===== config.mk =====
export PLATFORM = sky130hd
export DESIGN_NAME = axi_slave_rd_responder
export DESIGN_NICKNAME = d
export VERILOG_FILES = /design/src/rtl/axi_slave_rd_responder.sv
export SDC_FILE = /design/constraint.sdc
export NUM_CORES = 2
export LEC_CHECK = 0
export CAP_MARGIN = 20
export CORE_ASPECT_RATIO = 1.25
export CORE_MARGIN = 2
export CORE_UTILIZATION = 50
export DETAILED_ROUTE_END_ITERATION = 8
export GPL_TIMING_DRIVEN = 1
export PLACE_DENSITY = 0.74
export SYNTH_ARGS = -nofsm -noshare
export SYNTH_HDL_FRONTEND = slang
export SYNTH_SLANG_ARGS = --single-unit

===== constraint.sdc =====
create_clock -name clk -period 8.1 [get_ports clk]
set_clock_uncertainty 0.2 [all_clocks]
set_input_delay 1.62 -clock clk [delete_from_list [all_inputs] [get_ports clk]]
set_output_delay 1.62 -clock clk [all_outputs]
set_load 0.05 [all_outputs]

===== src/rtl/axi_slave_rd_responder.sv =====
// AXI read-channel responder: queues AR requests and answers each burst with
// lane-indexed pattern data (or SLVERR for unsupported bursts/sizes).
module axi_slave_rd_responder #(
    parameter int unsigned ID_WIDTH     = 2,
    parameter int unsigned ADDR_WIDTH   = 64,
    parameter int unsigned DATA_WIDTH   = 512,
    parameter int unsigned ARUSER_WIDTH = 8,
    parameter int unsigned QUEUE_DEPTH  = 4
) (
    input  logic                    clk,
    input  logic                    rst,
    input  logic [ID_WIDTH-1:0]     s_axi_arid,
    input  logic [ADDR_WIDTH-1:0]   s_axi_araddr,
    input  logic [7:0]              s_axi_arlen,
    input  logic [2:0]              s_axi_arsize,
    input  logic [1:0]              s_axi_arburst,
    input  logic [ARUSER_WIDTH-1:0] s_axi_aruser,
    input  logic                    s_axi_arvalid,
    output logic                    s_axi_arready,
    output logic [ID_WIDTH-1:0]     s_axi_rid,
    output logic [DATA_WIDTH-1:0]   s_axi_rdata,
    output logic [1:0]              s_axi_rresp,
    output logic                    s_axi_rlast,
    output logic                    s_axi_rvalid,
    input  logic                    s_axi_rready,
    input  logic [31:0]             cfg_init_data,
    input  logic [3:0]              cfg_gap,
    output logic [31:0]             stat_burst_count,
    output logic [39:0]             stat_beat_count,
    output logic                    stat_busy
);
    localparam int unsigned PTR_W    = $clog2(QUEUE_DEPTH);
    localparam int unsigned CNT_W    = PTR_W + 1;
    localparam int unsigned MAX_SIZE = $clog2(DATA_WIDTH / 8);
    localparam int unsigned LANES    = DATA_WIDTH / 32;

    typedef enum logic [1:0] {IDLE, SEND, GAP} state_t;

    typedef struct packed {
        logic [ID_WIDTH-1:0]   id;
        logic [ADDR_WIDTH-1:0] addr;
        logic [7:0]            len;
        logic [2:0]            size;
        logic [1:0]            burst;
    } ar_t;

    ar_t                   fifo_q [QUEUE_DEPTH];
    ar_t                   fifo_d [QUEUE_DEPTH];
    logic [PTR_W-1:0]      wr_ptr_q, wr_ptr_d, rd_ptr_q, rd_ptr_d;
    logic [CNT_W-1:0]      count_q, count_d;
    logic                  arready_q, arready_d;
    state_t                state_q, state_d;
    logic [7:0]            len_q, len_d, beat_idx_q, beat_idx_d, next_idx;
    logic [2:0]            size_q, size_d;
    logic [ADDR_WIDTH-1:0] beat_addr_q, beat_addr_d, next_addr;
    logic                  err_q, err_d;
    logic [31:0]           init_q, init_d;
    logic [3:0]            gap_q, gap_d;
    logic                  rvalid_q, rvalid_d, rlast_q, rlast_d;
    logic [ID_WIDTH-1:0]   rid_q, rid_d;
    logic [DATA_WIDTH-1:0] rdata_q, rdata_d;
    logic [1:0]            rresp_q, rresp_d;
    logic [31:0]           burst_cnt_q, burst_cnt_d;
    logic [39:0]           beat_cnt_q, beat_cnt_d;
    logic                  push, pop, head_err;
    ar_t                   head;
    logic                  unused_aruser;

    function automatic logic [DATA_WIDTH-1:0] pattern(input logic [31:0] init,
                                                      input logic [ADDR_WIDTH-1:0] addr);
        logic [DATA_WIDTH-1:0] d;
        logic [31:0]           base;
        base = init + addr[33:2];
        d    = '0;
        for (int unsigned k = 0; k < LANES; k++) begin
            d[32*k +: 32] = base + 32'(k);
        end
        return d;
    endfunction

    assign unused_aruser = ^s_axi_aruser;
    assign push          = s_axi_arvalid && arready_q;
    assign pop           = (state_q == IDLE) && (count_q != '0);
    assign head          = fifo_q[rd_ptr_q];
    assign head_err      = (head.burst != 2'b01) || (head.size > 3'(MAX_SIZE));
    assign next_addr     = beat_addr_q + (ADDR_WIDTH'(1) << size_q);
    assign next_idx      = beat_idx_q + 8'd1;

    always_comb begin
        fifo_d      = fifo_q;
        wr_ptr_d    = wr_ptr_q;
        rd_ptr_d    = rd_ptr_q;
        state_d     = state_q;
        len_d       = len_q;
        size_d      = size_q;
        beat_addr_d = beat_addr_q;
        beat_idx_d  = beat_idx_q;
        err_d       = err_q;
        init_d      = init_q;
        gap_d       = gap_q;
        rvalid_d    = rvalid_q;
        rlast_d     = rlast_q;
        rid_d       = rid_q;
        rdata_d     = rdata_q;
        rresp_d     = rresp_q;
        burst_cnt_d = burst_cnt_q;
        beat_cnt_d  = beat_cnt_q;

        if (push) begin
            fifo_d[wr_ptr_q] = '{id: s_axi_arid, addr: s_axi_araddr, len: s_axi_arlen,
                                 size: s_axi_arsize, burst: s_axi_arburst};
            wr_ptr_d = wr_ptr_q + PTR_W'(1);
        end
        if (pop) begin
            rd_ptr_d = rd_ptr_q + PTR_W'(1);
        end
        count_d   = count_q + CNT_W'(push) - CNT_W'(pop);
        // arready is registered from the post-update occupancy, so a full queue
        // refuses a new AR even in a cycle where the head is being popped.
        arready_d = (count_d != CNT_W'(QUEUE_DEPTH));

        case (state_q)
            IDLE: begin
                if (pop) begin
                    len_d       = head.len;
                    size_d      = head.size;
                    beat_addr_d = head.addr;
                    beat_idx_d  = '0;
                    err_d       = head_err;
                    init_d      = cfg_init_data;
                    rvalid_d    = 1'b1;
                    rid_d       = head.id;
                    rresp_d     = head_err ? 2'b10 : 2'b00;
                    rdata_d     = head_err ? '0 : pattern(cfg_init_data, head.addr);
                    rlast_d     = (head.len == 8'd0);
                    state_d     = SEND;
                end
            end
            SEND: begin
                if (s_axi_rready) begin
                    beat_cnt_d = beat_cnt_q + 40'd1;
                    if (rlast_q) begin
                        burst_cnt_d = burst_cnt_q + 32'd1;
                        rvalid_d    = 1'b0;
                        rlast_d     = 1'b0;
                        state_d     = IDLE;
                    end else begin
                        // Next beat is prepared now and stays parked through any gap.
                        beat_addr_d = next_addr;
                        beat_idx_d  = next_idx;
                        rdata_d     = err_q ? '0 : pattern(init_q, next_addr);
                        rlast_d     = (next_idx == len_q);
                        if (cfg_gap != 4'd0) begin
                            gap_d    = cfg_gap;
                            rvalid_d = 1'b0;
                            state_d  = GAP;
                        end
                    end
                end
            end
            GAP: begin
                gap_d = gap_q - 4'd1;
                if (gap_q == 4'd1) begin
                    rvalid_d = 1'b1;
                    state_d  = SEND;
                end
            end
            default: state_d = IDLE;
        endcase
    end

    always_ff @(posedge clk) begin
        fifo_q <= fifo_d;
    end

    always_ff @(posedge clk) begin
        if (rst) begin
            wr_ptr_q    <= '0;
            rd_ptr_q    <= '0;
            count_q     <= '0;
            arready_q   <= 1'b1;
            state_q     <= IDLE;
            len_q       <= '0;
            size_q      <= '0;
            beat_addr_q <= '0;
            beat_idx_q  <= '0;
            err_q       <= 1'b0;
            init_q      <= '0;
            gap_q       <= '0;
            rvalid_q    <= 1'b0;
            rlast_q     <= 1'b0;
            rid_q       <= '0;
            rdata_q     <= '0;
            rresp_q     <= '0;
            burst_cnt_q <= '0;
            beat_cnt_q  <= '0;
        end else begin
            wr_ptr_q    <= wr_ptr_d;
            rd_ptr_q    <= rd_ptr_d;
            count_q     <= count_d;
            arready_q   <= arready_d;
            state_q     <= state_d;
            len_q       <= len_d;
            size_q      <= size_d;
            beat_addr_q <= beat_addr_d;
            beat_idx_q  <= beat_idx_d;
            err_q       <= err_d;
            init_q      <= init_d;
            gap_q       <= gap_d;
            rvalid_q    <= rvalid_d;
            rlast_q     <= rlast_d;
            rid_q       <= rid_d;
            rdata_q     <= rdata_d;
            rresp_q     <= rresp_d;
            burst_cnt_q <= burst_cnt_d;
            beat_cnt_q  <= beat_cnt_d;
        end
    end

    assign s_axi_arready    = arready_q;
    assign s_axi_rvalid     = rvalid_q;
    assign s_axi_rid        = rid_q;
    assign s_axi_rdata      = rdata_q;
    assign s_axi_rresp      = rresp_q;
    assign s_axi_rlast      = rlast_q;
    assign stat_burst_count = burst_cnt_q;
    assign stat_beat_count  = beat_cnt_q;
    assign stat_busy        = (count_q != '0) || (state_q != IDLE);

endmodule


==> metrics.cfg <==
[logic_synthesis]
synth_edf_count=196
synthTopCellsByArea=dfxtp_1, edfxtp_1, xnor2_1, nor2_1, nor3_1
synth_flop_cell=dfxtp_1
postSynthAreaPerCell_um2=8.27
netlist_instances=6349
async_reset_ff_frac=0
ys_seq_area_frac=0.361
syn-cell-area_um2=52500
synth_top_area_cell=dfxtp_1
yosysUniqueCellTypes=97
yosys.area.top_type_share=0.249
ys_seq_elements=850
syn_nets=6592
yosys_warnings=0

[finish]
regArea_um2=19000
nNetsFinal=7332
syn_to_final_growth_pct=26.6
n_fill_cell=8728
drive_above_1_share=0.122
multiInputGateArea_um2=31200

[outcome]
outcome=complete, but fails checks
violations=design-rule violations

[grt]
grt_max_degree=215
grt_pass1_vias=54407
grt_usage=0.530
grt_pass1_wl_mm=407
grt_antenna_before_repair=36
grt_overflow=0

[setup_path]
r2r-end=s_axi_rdata[55]
required_ns=8.47
max_stage_delay_ns=0.62
critical_path_class=register to register
crit_arrival_ns=8.32
worstPathMaxFanout=20
cp-end-kind=register
rr_worst_depth=27
cp_slowest_cell=o21ai_0
worstSetupStartpointType=register
r2r-start=size_q[0]
rrSetupSlack_ns=0.16

[floorplan]
io_pins=719
die_area_um2=108000
std_cell_rows=132
fp.dieH_um=366
die_w_um=294
core-area_um2=104000
start_util=0.505

[clock_network]
cts_buffers=84
cts_tree=done
cts_setup_buffers=0
cts_buffer_depth=3
clk_pin_slew_ns=0.07
cts-resized-gates=0
clk_latency_ns=0.76
clockRootBuffer=clkbuf_16
holdBufCountCts=0
htree_levels=3
cts.sinks=850

[sta]
setup_tns_ns=0
rsz0062_at_grt=false
min_period_ns=7.94
setup_viol=0
hold_violations=0
fin_crit_sh=0.981
max_slew_margin=0.113
slew_viol_final=0
tightest_slew_ns=1.33
fmaxAchievable_mhz=126

[run]
cap_violations=0

[place]
gp_congestion=1.19
post-dp-hpwl_mm=211
port_buffers=679

[hold_path]
hold_start=s_axi_rdata[435]
whs_endpoint=s_axi_rdata[435]
holdPathStages=2
hp-class=register to register

[route]
drt_iter0_markers=8960
antenna_left=0
firstDrtPassIters=9
wirelength_mm=294
drc_errors=3
vias_per_cell=6.83
vias=58231
wire_per_inst_um=34.5

==> metal layers <==
| layer | wire length [µm] | GRT usage |
|---|---|---|
| met1 | 97800 | 0.586 |
| met2 | 120000 | 0.754 |
| met3 | 42900 | 0.249 |
| met4 | 33600 | 0.473 |
| met5 | 226 | 0.000452 |
==> cell usage in the layout (no fill, tap or decap), drive strengths merged, types with 45 or more instances in the layout <==
cell type / n
mux4: 47
xor2: 328
a211oi: 66
mux2i: 87
or3: 45
a221oi: 333
ha: 112
clkdlybuf4s50: 678
and3: 67
nand4: 71
xnor2: 483
a21oi: 267
inv: 65
edfxtp: 196
nand2: 513
nor4: 71
a311oi: 48
nand3: 158
buf: 569
nor2: 983
clkbuf: 110
o21ai: 146
dfxtp: 654
nor3: 589
==> sequential cells by signal (all words and copies together), names as in the netlist, 3 cells and up <==
signal / cells
gap_q: 4
stat_burst_count: 32
count_q: 3
len_q: 8
stat_beat_count: 40
init_q: 32
fifo_q: 196
beat_idx_q: 8
s_axi_rdata: 478
size_q: 3
beat_addr_q: 34
==> worst max path at each step <==
stage,startpoint,endpoint,slack (ns)
floorplan,rd_ptr_q[0],s_axi_rdata[283],0.77
global placement,size_q[0],s_axi_rdata[404],0.30
detailed placement,size_q[0],s_axi_rdata[404],0.19
CTS,size_q[0],s_axi_rdata[372],0.16
global route,size_q[0],s_axi_rdata[59],0.02
finish,size_q[0],s_axi_rdata[55],0.16
==> per-stage QoR <==
| stage | worst slack, ns | cells | hold slack [ns] | utilization | area [µm²] |
|---|---|---|---|---|---|
| 5_1_grt | 0.0199 | 8502 | 0.282 | 0.639 | 66400 |
| 3_5_place_dp | 0.189 | 8338 | 0.255 | 0.610 | 63400 |
| 2_1_floorplan | 0.768 | 6349 | 0.241 | - | 52500 |
| 3_3_place_gp | 0.295 | 8338 | 0.244 | 0.610 | 63400 |
| 6_report | 0.157 | 8520 | 0.263 | 0.640 | 66500 |
| 4_1_cts | 0.162 | 8492 | 0.265 | 0.638 | 66300 |
==> cell families (layout without fill, tap and decap cells) <==
logic type | after synthesis | in the layout | synth area share
compound gates | 1108 | 1108 | 0.151
fa+ha+maj | 116 | 116 | 0.0282
mux | 147 | 147 | 0.0395
buf+inv | 648 | 1456 | 0.0500
xor+xnor | 811 | 811 | 0.136
flops | 850 | 850 | 0.361
other cells | 1 | 24 | 0.0000714
simple gates | 2668 | 2668 | 0.234
==> area by class of cell <==
type	instances	share of cell area
inverters	55	0.00311
flip-flops and latches	850	0.286
multi-input cells	4851	0.470
well taps	1340	0.0252
diodes	23	0.000866
repair buffers	1247	0.172
clock buffers	110	0.0349
clock inverters	44	0.00836
==> Yosys cell counts, types with 87 or more instances <==
cell type,count
dfxtp_1,654
nor2_1,981
xnor2_1,483
ha_1,112
nor3_1,586
nand2_1,513
mux2i_1,87
a21oi_1,266
nand3_1,156
edfxtp_1,196
xor2_1,326
o21ai_0,139
clkbuf_1,459
a221oi_1,333
==> critical path, delay by kind of cell (launching register included) <==
kind,cells,cell delay (ns)
buffers and inverters,4,1.17
DFF,1,0.47
xor gates and xnor gates,3,0.41
adders and majority gates,2,0.95
and+or+nand+nor,9,1.62
AOI/OAI and AO/OA,9,2.87
Power is not shown: default switching activity piles up to over one toggle a cycle in this logic, so the estimate is an artifact.
